<file path="config.mk">
export PLATFORM = sky130hd
export DESIGN_NAME = bufgce_div_seq
export DESIGN_NICKNAME = d
export VERILOG_FILES = /design/src/rtl/bufgce_div_seq.sv
export SDC_FILE = /design/constraint.sdc
export NUM_CORES = 1
export LEC_CHECK = 0
export ABC_CLOCK_PERIOD_IN_PS = 4300
export CORE_AREA = 2 2 52 54
export CTS_CLUSTER_DIAMETER = 100
export DETAILED_ROUTE_END_ITERATION = 7
export DIE_AREA = 0 0 54 56
export PLACE_DENSITY = 0.82
export SETUP_SLACK_MARGIN = 0.4
export SLEW_MARGIN = 20
export SYNTH_ARGS = -nofsm -noshare
export SYNTH_HDL_FRONTEND = slang
export SYNTH_SLANG_ARGS = --single-unit
</file>
<file path="constraint.sdc">
create_clock -name CLK -period 4.3 [get_ports CLK]
set_input_delay 0.645 -clock CLK [delete_from_list [all_inputs] [get_ports CLK]]
set_output_delay 0.645 -clock CLK [all_outputs]
set_load 0.01 [all_outputs]
</file>
<file path="src/rtl/bufgce_div_seq.sv">
// bufgce_div_seq: glitch-safe ratio-change sequencer for a bank of BUFGCE_DIV dividers
module bufgce_div_seq #(
    parameter int NUM_BUF       = 4,
    parameter int DEFAULT_SEL   = 0,
    parameter int CE_LAT        = 3,
    parameter int MAX_DIVIDE    = 8,
    parameter int CLR_CYCLES    = 2,
    parameter int SETTLE_CYCLES = 8
) (
    input  logic                       CLK,
    input  logic                       RST_N,
    input  logic                       REQ_VALID,
    input  logic [2:0]                 REQ_SEL,
    output logic                       REQ_READY,
    output logic [NUM_BUF-1:0]         CE,
    output logic [NUM_BUF-1:0]         CLR,
    output logic [$clog2(NUM_BUF)-1:0] SEL,
    output logic                       LOCKED,
    output logic                       ACK,
    output logic                       ERR
);
    localparam int SW = $clog2(NUM_BUF);
    localparam int G  = CE_LAT + MAX_DIVIDE;
    localparam int M1 = G > CLR_CYCLES ? G : CLR_CYCLES;
    localparam int MW = M1 > SETTLE_CYCLES ? M1 : SETTLE_CYCLES;
    localparam int CW = $clog2(MW) + 1;

    typedef enum logic [2:0] {INIT_CLR, IDLE, GATE, SWITCH, CLEAR, SETTLE, DONE} state_t;

    state_t             state, state_n;
    logic [CW-1:0]      cnt, cnt_n;
    logic [SW-1:0]      tgt, tgt_n, sel_n;
    logic               from_req, from_req_n;
    logic [NUM_BUF-1:0] ce_n, clr_n, tgt_oh;
    logic               ready_n, locked_n, ack_n, err_n, last;

    assign last   = cnt == '0;
    assign tgt_oh = NUM_BUF'(1) << tgt;

    // state and registered outputs; async reset forces the safe all-cleared state
    always_ff @(posedge CLK or negedge RST_N) begin
        if (!RST_N) begin
            state     <= INIT_CLR;
            cnt       <= CW'(CLR_CYCLES - 1);
            tgt       <= SW'(DEFAULT_SEL);
            from_req  <= 1'b0;
            CE        <= '0;
            CLR       <= '1;
            SEL       <= SW'(DEFAULT_SEL);
            LOCKED    <= 1'b0;
            REQ_READY <= 1'b0;
            ACK       <= 1'b0;
            ERR       <= 1'b0;
        end else begin
            state     <= state_n;
            cnt       <= cnt_n;
            tgt       <= tgt_n;
            from_req  <= from_req_n;
            CE        <= ce_n;
            CLR       <= clr_n;
            SEL       <= sel_n;
            LOCKED    <= locked_n;
            REQ_READY <= ready_n;
            ACK       <= ack_n;
            ERR       <= err_n;
        end
    end

    // next-state and next-output logic; the clear phase (init or switch) ends by enabling tgt
    always_comb begin
        state_n    = state;
        cnt_n      = cnt;
        tgt_n      = tgt;
        from_req_n = from_req;
        ce_n       = CE;
        clr_n      = CLR;
        sel_n      = SEL;
        locked_n   = LOCKED;
        ready_n    = REQ_READY;
        ack_n      = ACK;
        err_n      = ERR;
        case (state)
            INIT_CLR, SWITCH, CLEAR: begin
                if (last) begin
                    clr_n   = '0;
                    ce_n    = tgt_oh;
                    cnt_n   = CW'(SETTLE_CYCLES - 1);
                    state_n = SETTLE;
                end else begin
                    cnt_n   = cnt - CW'(1);
                    state_n = state == SWITCH ? CLEAR : state;
                end
            end
            IDLE: begin
                if (REQ_VALID && REQ_READY) begin
                    ready_n = 1'b0;
                    if (32'(REQ_SEL) >= NUM_BUF) begin
                        ack_n   = 1'b1;
                        err_n   = 1'b1;
                        state_n = DONE;
                    end else if (REQ_SEL[SW-1:0] == SEL) begin
                        ack_n   = 1'b1;
                        state_n = DONE;
                    end else begin
                        tgt_n      = REQ_SEL[SW-1:0];
                        ce_n       = '0;
                        locked_n   = 1'b0;
                        from_req_n = 1'b1;
                        cnt_n      = CW'(G - 1);
                        state_n    = GATE;
                    end
                end
            end
            GATE: begin
                if (last) begin
                    sel_n   = tgt;
                    clr_n   = tgt_oh;
                    cnt_n   = CW'(CLR_CYCLES - 1);
                    state_n = SWITCH;
                end else begin
                    cnt_n = cnt - CW'(1);
                end
            end
            SETTLE: begin
                if (last) begin
                    locked_n = 1'b1;
                    ack_n    = from_req;
                    ready_n  = !from_req;
                    state_n  = from_req ? DONE : IDLE;
                end else begin
                    cnt_n = cnt - CW'(1);
                end
            end
            DONE: begin
                ack_n   = 1'b0;
                err_n   = 1'b0;
                ready_n = 1'b1;
                state_n = IDLE;
            end
            default: state_n = INIT_CLR;
        endcase
    end
endmodule

</file>
==> impl_results.md <==
* I/O Pins at 20
* Worst Hold Class: input pin to async pin
* Actual slew at the worst max-slew pin at 0.590 ns
* CTS Buffer Depth at 2
* Distinct cells, synth at 42
* Leak at 0.000647 uW
* Initial Util at 56.1%
* Final TNS setup at 0 ns
* Worst IR drop on VDD at 0.319 mV
* DRC Markers at 0
* Post-synth top area cell: dfrtp_1
* Pre-antenna DRT Iters at 4
* Reg-to-reg endpoint: ACK$_DFFE_PN0P_
* Critical Path AT at 2.34 ns
* CP Launch Type: flip-flop
* Dpl hpwl at 2050 um
* Clock Latency Late Sink at 0.34 ns
* Ys Warns at 0
* Row cnt at 18
* R2R depth at 6
* GR Util All Layers at 19.9%
* Htree depth at 1
* Inst Count DP at 170
* R2r startpoint: cnt[1]$_DFFE_PN0P_
* Synth top area share at 36.7%
* Status: finished clean
* Nets at 152
* Achievable frequency at 476 MHz
* Final worst slack at 2.20 ns
* Critical Path Start: cnt[1]$_DFFE_PN0P_
* Proportion of layout cells with a drive suffix above 1 at 15.3%
* Root Driver: clkbuf_4
* Wire per inst at 16.3 um
* DR iter-0 viols at 24
* Synth Net Count at 133
* Period utilization at 48.9%
* Total CTS buffers at 3
* Gr ovfl total at 0
* Reg2reg setup slack at 2.20 ns
* Clock slew at reported path FFs at 0.16 ns
* Vias at 1048
* Core area at 2430 sq um
* Area of the mapped netlist at 1370 sq um
* Full die area at 3020 sq um
* Post-route antenna net violation count at 0
* Vias/cell at 6.02
* CTS resizes at 0
* Syn_area_per_cell at 10.8 sq um
* GP Congestion at 0.887
* Final Hold Fails at 0
* Crit path kind: flip-flop to flip-flop
* CTS sink cnt at 25
* Final core occ at 65.2%
* RSZ-0062 raised after global routing: no
* Post-CTS setup repair buffer count at 0
* Post-CTS Hold Fix Bufs at 0
* Max Slew Vio Count at 0
* Die X at 54 um
* Post-placement setup slack at 1.94 ns
* Die height at 56 um
* Nature of the critical path endpoint: flip-flop
* Cells after Synth at 126
* Largest net degree at the start of global routing at 26
* Total wire length at 2830 um
* Top post-synthesis cells by area: dfrtp_1 37%, dfstp_2 9.6%, a22o_1 4.5%
* Port bufs at 19
* Final setup fails at 0
* Clock tree from TritonCTS: done
* Req. time, crit path at 4.54 ns
* Power per cell area at 529 nW/um^2
* Area Growth Syn to Fin at 16.1%
* Diode count at 0
* Synth Register Bits at 25
* Seq/Total Area, Yosys at 46.3%
* Vias in the first global route at 974
* Max cap viols at 0
* Min Tclk post-route at 2.10 ns
* Non-filler instance count after layout at 174
* First-pass GRT wire length at 4550 um
* Initial antenna violation count at 0
* Worst-path fanout max at 7
* Setup Skew at 0.0193 ns
* Fillers at 197
* Slew HR at 60.7%
## worst max-delay path by stage
| stage | endpoint | slack, ns | cells past startpoint |
|---|---|---|---|
| 2_1_floorplan | cnt[0]$_DFFE_PN1P_ | 2.39 | 7 |
| 3_3_place_gp | CE[2]$_DFFE_PN0P_ | 1.97 | 5 |
| 3_5_place_dp | CE[2]$_DFFE_PN0P_ | 1.94 | 5 |
| 4_1_cts | CLR[2] | 2.19 | 1 |
| 5_1_grt | ACK$_DFFE_PN0P_ | 2.08 | 6 |
| 6_report | ACK$_DFFE_PN0P_ | 2.20 | 6 |
## where the power goes
part	total, uW	leakage [uW]	switching (uW)	internal (uW)
Clock	115	0.0000183	76.8	37.9
Sequential	379	0.000302	87.1	292
Combinational	345	0.000326	165	180
## state kept, by name, summed over array words and instances, names as in the netlist
| register | count |
|---|---|
| from_req | 1 |
| state | 3 |
| SEL | 2 |
| REQ_READY | 1 |
| LOCKED | 1 |
| tgt | 2 |
| CE | 4 |
| cnt | 5 |
| ACK | 1 |
| ERR | 1 |
| CLR | 4 |
## cell usage after synthesis, drive strengths merged
cell     count
a22o         7
o211a        1
dfstp        5
nand3        1
and3         1
a21bo        1
a2111oi      1
a22oi        2
nor4b        1
o21ai        4
o22ai        4
mux2         6
xnor2        3
nor2         7
o211ai       1
a31oi        2
mux2i        3
clkbuf       3
inv          7
o21a         4
a211oi       3
a32o         2
buf          2
nand2       10
o2bb2ai      1
a311oi       1
ha           1
nand2b       1
nand3b       1
nor2b        5
dfrtp       20
a21oi       10
nor3         4
or4b         1
## worst max-delay path, stage by stage, from the launching register on
cell and delay [ns]:
dfrtp_1 0.41, inv_1 0.07, ha_1 0.22, nor4b_4 0.43, nand2_1 0.21, a311oi_1 0.32, mux2_1 0.35
## stage by stage
step / hold slack [ns] / power [uW] / area [sq um]
2_1_floorplan: 0.349 / 634 / 1370
3_3_place_gp: 0.475 / 713 / 1560
3_5_place_dp: 0.483 / 725 / 1560
4_1_cts: 0.519 / 841 / 1590
5_1_grt: 0.297 / 893 / 1590
6_report: 0.257 / 839 / 1590
## cell usage in the layout, fill, tap and decap left out, types with 3 or more instances in the layout
cell and n:
o22ai_1 4, dfrtp_1 20, mux2_1 3, a21oi_1 10, mux2i_1 3, a22o_1 7
inv_1 7, nor2_1 7, nor2b_1 5, nand2_1 10, xnor2_1 3, clkdlybuf4s50_1 18
clkbuf_4 3, dfstp_2 5, o21a_1 3
## layout make-up
class / instances / area, sq um / share of cell area, %
multi-input cells: 89 / 673 / 42.5
well taps: 30 / 37.5 / 2.37
clock inverters: 1 / 8.76 / 0.552
inverters: 7 / 26.3 / 1.66
flip-flops and latches: 25 / 632 / 39.9
clock buffers: 3 / 22.5 / 1.42
repair buffers: 19 / 185 / 11.7
## per-layer routing
| layer | GRT usage (%) | vias up | part of all wire (%) |
|---|---|---|---|
| met5 | 0 | - | 0 |
| met3 | 5.91 | 2 | 5.1 |
| li1 | - | 505 | - |
| met1 | 27.2 | 509 | 46 |
| met2 | 31.2 | 32 | 48 |
| met4 | 3.93 | 0 | 0.49 |
## logic make-up (layout without fill, tap and decap cells)
family | Yosys count | count (layout) | synth area share (%)
mux | 9 | 9 | 7.42
fa+ha+maj | 1 | 1 | 0.916
compound gates | 44 | 44 | 24.8
xor+xnor | 3 | 3 | 1.93
buf+inv | 12 | 30 | 4.40
flops | 25 | 25 | 46.3
simple gates | 32 | 32 | 14.2
Note: power is estimated with default switching activity, not from simulation.
